`src/rtl/vec_mem_stage.sv`:
```
// Vector memory stage: serialises per-lane loads/stores onto a scalar req/ack
// memory port, gathers load data into a lane vector and stalls the pipeline meanwhile.
module vec_mem_stage #(
   parameter int N     = 16,
   parameter int LANES = 16
) (
   input  logic                 clk,
   input  logic                 rst_n,
   input  logic                 MemReadM,
   input  logic                 MemWriteM,
   input  logic [LANES-1:0]     LaneMaskM,
   input  logic [LANES*N-1:0]   AluResultM,
   input  logic [LANES*N-1:0]   WriteDataM,
   output logic                 mem_req,
   output logic                 mem_we,
   output logic [N-1:0]         mem_addr,
   output logic [N-1:0]         mem_wdata,
   input  logic                 mem_ack,
   input  logic [N-1:0]         mem_rdata,
   output logic [LANES*N-1:0]   ReadDataM,
   output logic                 StallM,
   output logic                 DoneM
);

   localparam int CW = (LANES > 1) ? $clog2(LANES) : 1;

   typedef enum logic [1:0] {IDLE, ACCESS, DONE} state_t;

   state_t               state;
   logic [CW-1:0]        cnt;
   logic [LANES*N-1:0]   addr_buf;
   logic [LANES*N-1:0]   data_buf;
   logic [LANES*N-1:0]   rd_buf;
   logic [LANES*N-1:0]   rd_merged;
   logic [LANES-1:0]     mask_buf;
   logic                 op_wr;
   logic                 req_in;
   logic                 last_lane;
   logic [CW-1:0]        next_lane;

   function automatic logic [CW-1:0] lowest_set(input logic [LANES-1:0] m);
      lowest_set = '0;
      for (int i = LANES - 1; i >= 0; i--)
         if (m[i]) lowest_set = CW'(i);
   endfunction

   function automatic logic [CW-1:0] next_set(input logic [LANES-1:0] m, input logic [CW-1:0] c);
      next_set = c;
      for (int i = LANES - 1; i >= 0; i--)
         if (m[i] && (i > int'(c))) next_set = CW'(i);
   endfunction

   function automatic logic any_above(input logic [LANES-1:0] m, input logic [CW-1:0] c);
      any_above = 1'b0;
      for (int i = 0; i < LANES; i++)
         if (m[i] && (i > int'(c))) any_above = 1'b1;
   endfunction

   assign req_in    = MemReadM | MemWriteM;
   assign next_lane = next_set(mask_buf, cnt);
   assign last_lane = ~any_above(mask_buf, cnt);

   // Load buffer with the lane being acknowledged this cycle folded in, so the
   // final lane lands in ReadDataM on the same edge that enters DONE.
   always_comb begin
      rd_merged = rd_buf;
      rd_merged[int'(cnt)*N +: N] = mem_rdata;
   end

   // The accept cycle stalls combinationally; otherwise everything comes from state/buffers.
   assign StallM    = rst_n & ((state == ACCESS) | ((state == IDLE) & req_in));
   assign mem_req   = (state == ACCESS);
   assign mem_we    = mem_req & op_wr;
   assign mem_addr  = mem_req ? addr_buf[int'(cnt)*N +: N] : '0;
   assign mem_wdata = mem_req ? data_buf[int'(cnt)*N +: N] : '0;
   assign DoneM     = (state == DONE);

   always_ff @(posedge clk or negedge rst_n) begin
      if (!rst_n) begin
         state     <= IDLE;
         cnt       <= '0;
         addr_buf  <= '0;
         data_buf  <= '0;
         rd_buf    <= '0;
         mask_buf  <= '0;
         op_wr     <= 1'b0;
         ReadDataM <= '0;
      end else begin
         case (state)
            IDLE: begin
               if (req_in) begin
                  addr_buf <= AluResultM;
                  data_buf <= WriteDataM;
                  mask_buf <= LaneMaskM;
                  op_wr    <= MemWriteM;
                  cnt      <= lowest_set(LaneMaskM);
                  rd_buf   <= '0;
                  if (LaneMaskM == '0) begin
                     state <= DONE;
                     if (!MemWriteM) ReadDataM <= '0;
                  end else begin
                     state <= ACCESS;
                  end
               end
            end
            ACCESS: begin
               if (mem_ack) begin
                  if (!op_wr) rd_buf <= rd_merged;
                  if (last_lane) begin
                     state <= DONE;
                     if (!op_wr) ReadDataM <= rd_merged;
                  end else begin
                     cnt <= next_lane;
                  end
               end
            end
            DONE:    state <= IDLE;
            default: state <= IDLE;
         endcase
      end
   end

endmodule

```
`config.mk`:
```
export PLATFORM = sky130hd
export DESIGN_NAME = vec_mem_stage
export DESIGN_NICKNAME = d
export VERILOG_FILES = /design/src/rtl/vec_mem_stage.sv
export SDC_FILE = /design/constraint.sdc
export NUM_CORES = 2
export LEC_CHECK = 0
export CORE_AREA = 2 2 324 326
export DETAILED_ROUTE_END_ITERATION = 8
export DIE_AREA = 0 0 326 328
export PLACE_DENSITY = 0.73
export SYNTH_ARGS = -nofsm -noshare
export SYNTH_HDL_FRONTEND = slang
export SYNTH_SLANG_ARGS = --single-unit
```
`constraint.sdc`:
```
create_clock -name clk -period 3.1 [get_ports clk]
set_input_delay 0.775 -clock clk [delete_from_list [all_inputs] [get_ports clk]]
set_output_delay 0.775 -clock clk [all_outputs]
set_load 0.1 [all_outputs]
```
==> summary.md <==
| Metric | Value |
|---|---|
| CP arrival | 2.79 ns |
| GR Overflow Total | 0 |
| Synth Area in Compound Gates | 12.6% |
| Crit. End Element | output port |
| Slew headroom | 10.3% |
| Status | finished, violations left |
| Wirelength per Cell | 23.8 um |
| Setup violations, final | 60 |
| Drt first pass iters | 6 |
| Synth Instances | 4801 |
| Vias/cell | 5.64 |
| Worst VDD drop | 0.663 mV |
| Core ar. | 103000 um2 |
| Placer Congestion | 0.946 |
| Clock slew seen by the registers of the worst setup and hold paths | 0.06 ns |
| Crit-path max FO | 9 |
| Fin Clk Skew | 0.0332 ns |
| Max Fclk | 280 MHz |
| Row cnt | 118 |
| CTS Sinks | 1046 |
| XOR/XNOR share of the synthesized area | 0.0376% |
| Initial Util | 45.2% |
| NumNets Final | 6165 |
| Final Hold Slack | 0.0958 ns |
| Max Root-Sink Buffers | 3 |
| Antenna-violating nets left | 0 |
| WP data required | 2.32 ns |
| Sequential fraction of the synthesis area | 56.2% |
| Final period utilization | 115% |
| Async S/R FF share, synth | 100% |
| Min Tclk post-route | 3.57 ns |
| Slew at the pin closest to its max-slew limit | 1.35 ns |
| Vias in the first global route | 38805 |
| Die area | 107000 um2 |
| Synth warn | 0 |
| First-pass GRT wire length | 249 mm |
| Synth Area in Adders | 0.188% |
| Initial antenna violation count | 36 |
| Worst Setup Path Type | flip-flop to output port |
| # hold bufs at CTS | 0 |
| Final setup margin | -0.467 ns |
| Dpl cells | 6859 |
| Primary FF master, synth | dfrtp_1 |
| Yosys reg bits | 1046 |
| Max-Cap Viols | 0 |
| Die Y | 328 um |
| CTS root buffer | clkbuf_16 |
| Combinational family with the most area after synthesis | simple AND/OR/NAND/NOR gates |
| CTS H-tree lvls | 3 |
| Avg Cell Area, Syn | 9.71 um2 |
| CTS tree | yes |
| Total CTS buffers | 108 |
| Hold Path Class | primary input to async pin |
| Filler Cell Count | 8535 |
| Syn Nets | 5357 |
| Unique masters post-synth | 67 |
| Pwr dens | 981 nW/um2 |
| Fin Setup TNS | -12.82 ns |
| Largest net degree at the start of global routing | 190 |
| Crit path launch type | flip-flop |
| Simple-gate share of the synthesized area | 18.6% |
| Post-Place Worst Slack | -0.493 ns |
| Post-DP HPWL | 121 mm |
| Clock latency on the worst-skew pair | 0.71 ns |
| I/O pin count | 841 |
| Post-synth EDFFs | 0 |
| Number of DRC markers in iteration 0 | 4281 |
| Ratio of cells with drive above 1 in the final layout | 18.1% |
| Leak Pwr | 29.5 nW |
| Final Hold Viols | 0 |
| Final Max Tran Viols | 0 |
| Port buffer count | 840 |
| Die extent in x | 326 um |
| Final cell count without fillers | 7105 |
| # DRC | 0 |
| Failing checks | setup timing |
| RSZ-0062 raised after global routing | yes |
| Overall Global Routing Usage | 30.8% |
| Routed wire length | 169 mm |
| Vias post-DR | 40062 |
| Area Growth Syn to Fin | 33.5% |
| Mapped cell area | 46600 um2 |
| Post-synthesis mux area share | 8.67% |
-- path summary, 6_finish.rpt --
check	start	cells after the start	end	slack (ns)
max in group asynchronous	rst_n	3	ReadDataM[32]	1.72
worst min-delay path	rst_n	2	ReadDataM[213]	0.1
worst max register to register	cnt[0]	10	ReadDataM[4]	-0.04
worst min register to register	data_buf[63]	2	data_buf[63]	0.47
worst max-delay path	cnt[0]	7	mem_addr[1]	-0.47
min in group clk	data_buf[63]	2	data_buf[63]	0.47
-- report_power, final --
| part | switching, mW | internal (mW) |
|---|---|---|
| Combinational | 18.2 | 10.2 |
| Clock | 5.65 | 7.59 |
| Sequential | 2.15 | 17.2 |
| Total | 26.0 | 35.0 |
-- final cells by class --
| type | count | area (um2) | share of cell area, % |
|---|---|---|---|
| antenna | 27 | 67.6 | 0.109 |
| tap | 1380 | 1730 | 2.78 |
| clock inverter | 35 | 353 | 0.567 |
| multi-input combinational | 3385 | 19900 | 32.1 |
| inverter | 12 | 48.8 | 0.0785 |
| timing repair buffer | 1056 | 10600 | 17.1 |
| sequential | 1046 | 26200 | 42.1 |
| clock buffer | 164 | 3260 | 5.25 |
-- cells by family after synthesis --
group / Yosys count
AO/OA/AOI/OAI: 829
XOR/XNOR: 2
adder cells (fa/ha/maj): 7
buffers and inverters: 372
flip-flops: 1046
multiplexers: 315
AND/OR/NAND/NOR: 2230
-- critical path, cell delays in order, from the launching register on --
cell and delay [ns]:
dfrtp_4 0.56, buf_12 0.18, buf_12 0.15, mux2i_2 0.18, o221ai_2 0.26, nand2_1 0.14, a211oi_4 0.36, buf_12 0.22
-- Yosys cell counts, types with 3 or more instances --
cell | n | share of area, %
nand2_1 | 1933 | 16
dfrtp_1 | 1046 | 56
clkbuf_1 | 225 | 1.8
mux2i_1 | 180 | 3.9
nor2_1 | 179 | 1.4
o21ai_0 | 176 | 1.9
a21oi_1 | 153 | 1.6
a22o_1 | 149 | 2.8
o2bb2ai_1 | 113 | 2.1
mux2_2 | 71 | 1.7
buf_2 | 69 | 0.74
mux4_2 | 64 | 3.1
o221ai_1 | 64 | 1.2
nand3_1 | 59 | 0.63
a32o_1 | 48 | 1.0
a211oi_1 | 37 | 0.60
o22ai_1 | 36 | 0.48
buf_6 | 35 | 0.85
buf_1 | 27 | 0.22
o21ai_1 | 21 | 0.23
inv_1 | 10 | 0.081
nand4_1 | 8 | 0.11
and2_1 | 7 | 0.094
ha_1 | 7 | 0.19
nor2b_1 | 7 | 0.094
a21oi_2 | 6 | 0.11
nand2b_1 | 5 | 0.067
nor3_1 | 5 | 0.054
a21o_1 | 4 | 0.064
and3_1 | 4 | 0.054
buf_4 | 4 | 0.064
nor4_1 | 4 | 0.054
a221oi_1 | 3 | 0.056
-- through the flow --
| step | instance area (um2) | util, % | power (mW) |
|---|---|---|---|
| after floorplan | 47100 | - | 36.0 |
| after global placement | 57400 | 55.6 | 45.3 |
| after detailed placement | 57400 | 55.6 | 45.8 |
| after CTS | 61700 | 59.8 | 60.2 |
| after global routing | 62200 | 60.3 | 63.9 |
| final | 62200 | 60.3 | 61.0 |
-- state kept, by name (all words and copies together) (netlist names) --
signal     count
data_buf     256
ReadDataM    256
state          2
cnt            4
op_wr          1
mask_buf      15
addr_buf     256
rd_buf       256
-- per-layer routing --
metal  GRT usage, %  share of wire (%)  wire, um
met3           5.83                7.3     12400
met2           48.3                 47     78900
met5              0              0.062       105
met4           15.9                5.7      9640
met1           41.1                 40     68000
-- cells in the final DEF, fill, tap and decap left out, drive strengths merged, types with 8 or more instances in the layout --
cell and count:
mux2 71, clkbuf 166, diode 27, o2bb2ai 113, buf 506, nor2 181
nand3 59, and2 8, inv 16, clkinv 26, mux4 64, a211oi 37
nand2 1934, clkdlybuf4s50 547, a22o 149, dfrtp 1046, o21ai 199, mux2i 180
o221ai 64, nand4 8, a32o 48, o22ai 36, a21oi 159
-- repair_timing --
item / in CTS / in global routing
endpoints found under the setup margin: 259 / 375
pin swaps: 42 / 28
buffers inserted: 8 / 5
gates resized for setup: 104 / 66
cloned: 4 / 3
Note: power is estimated with default switching activity, not from simulation.
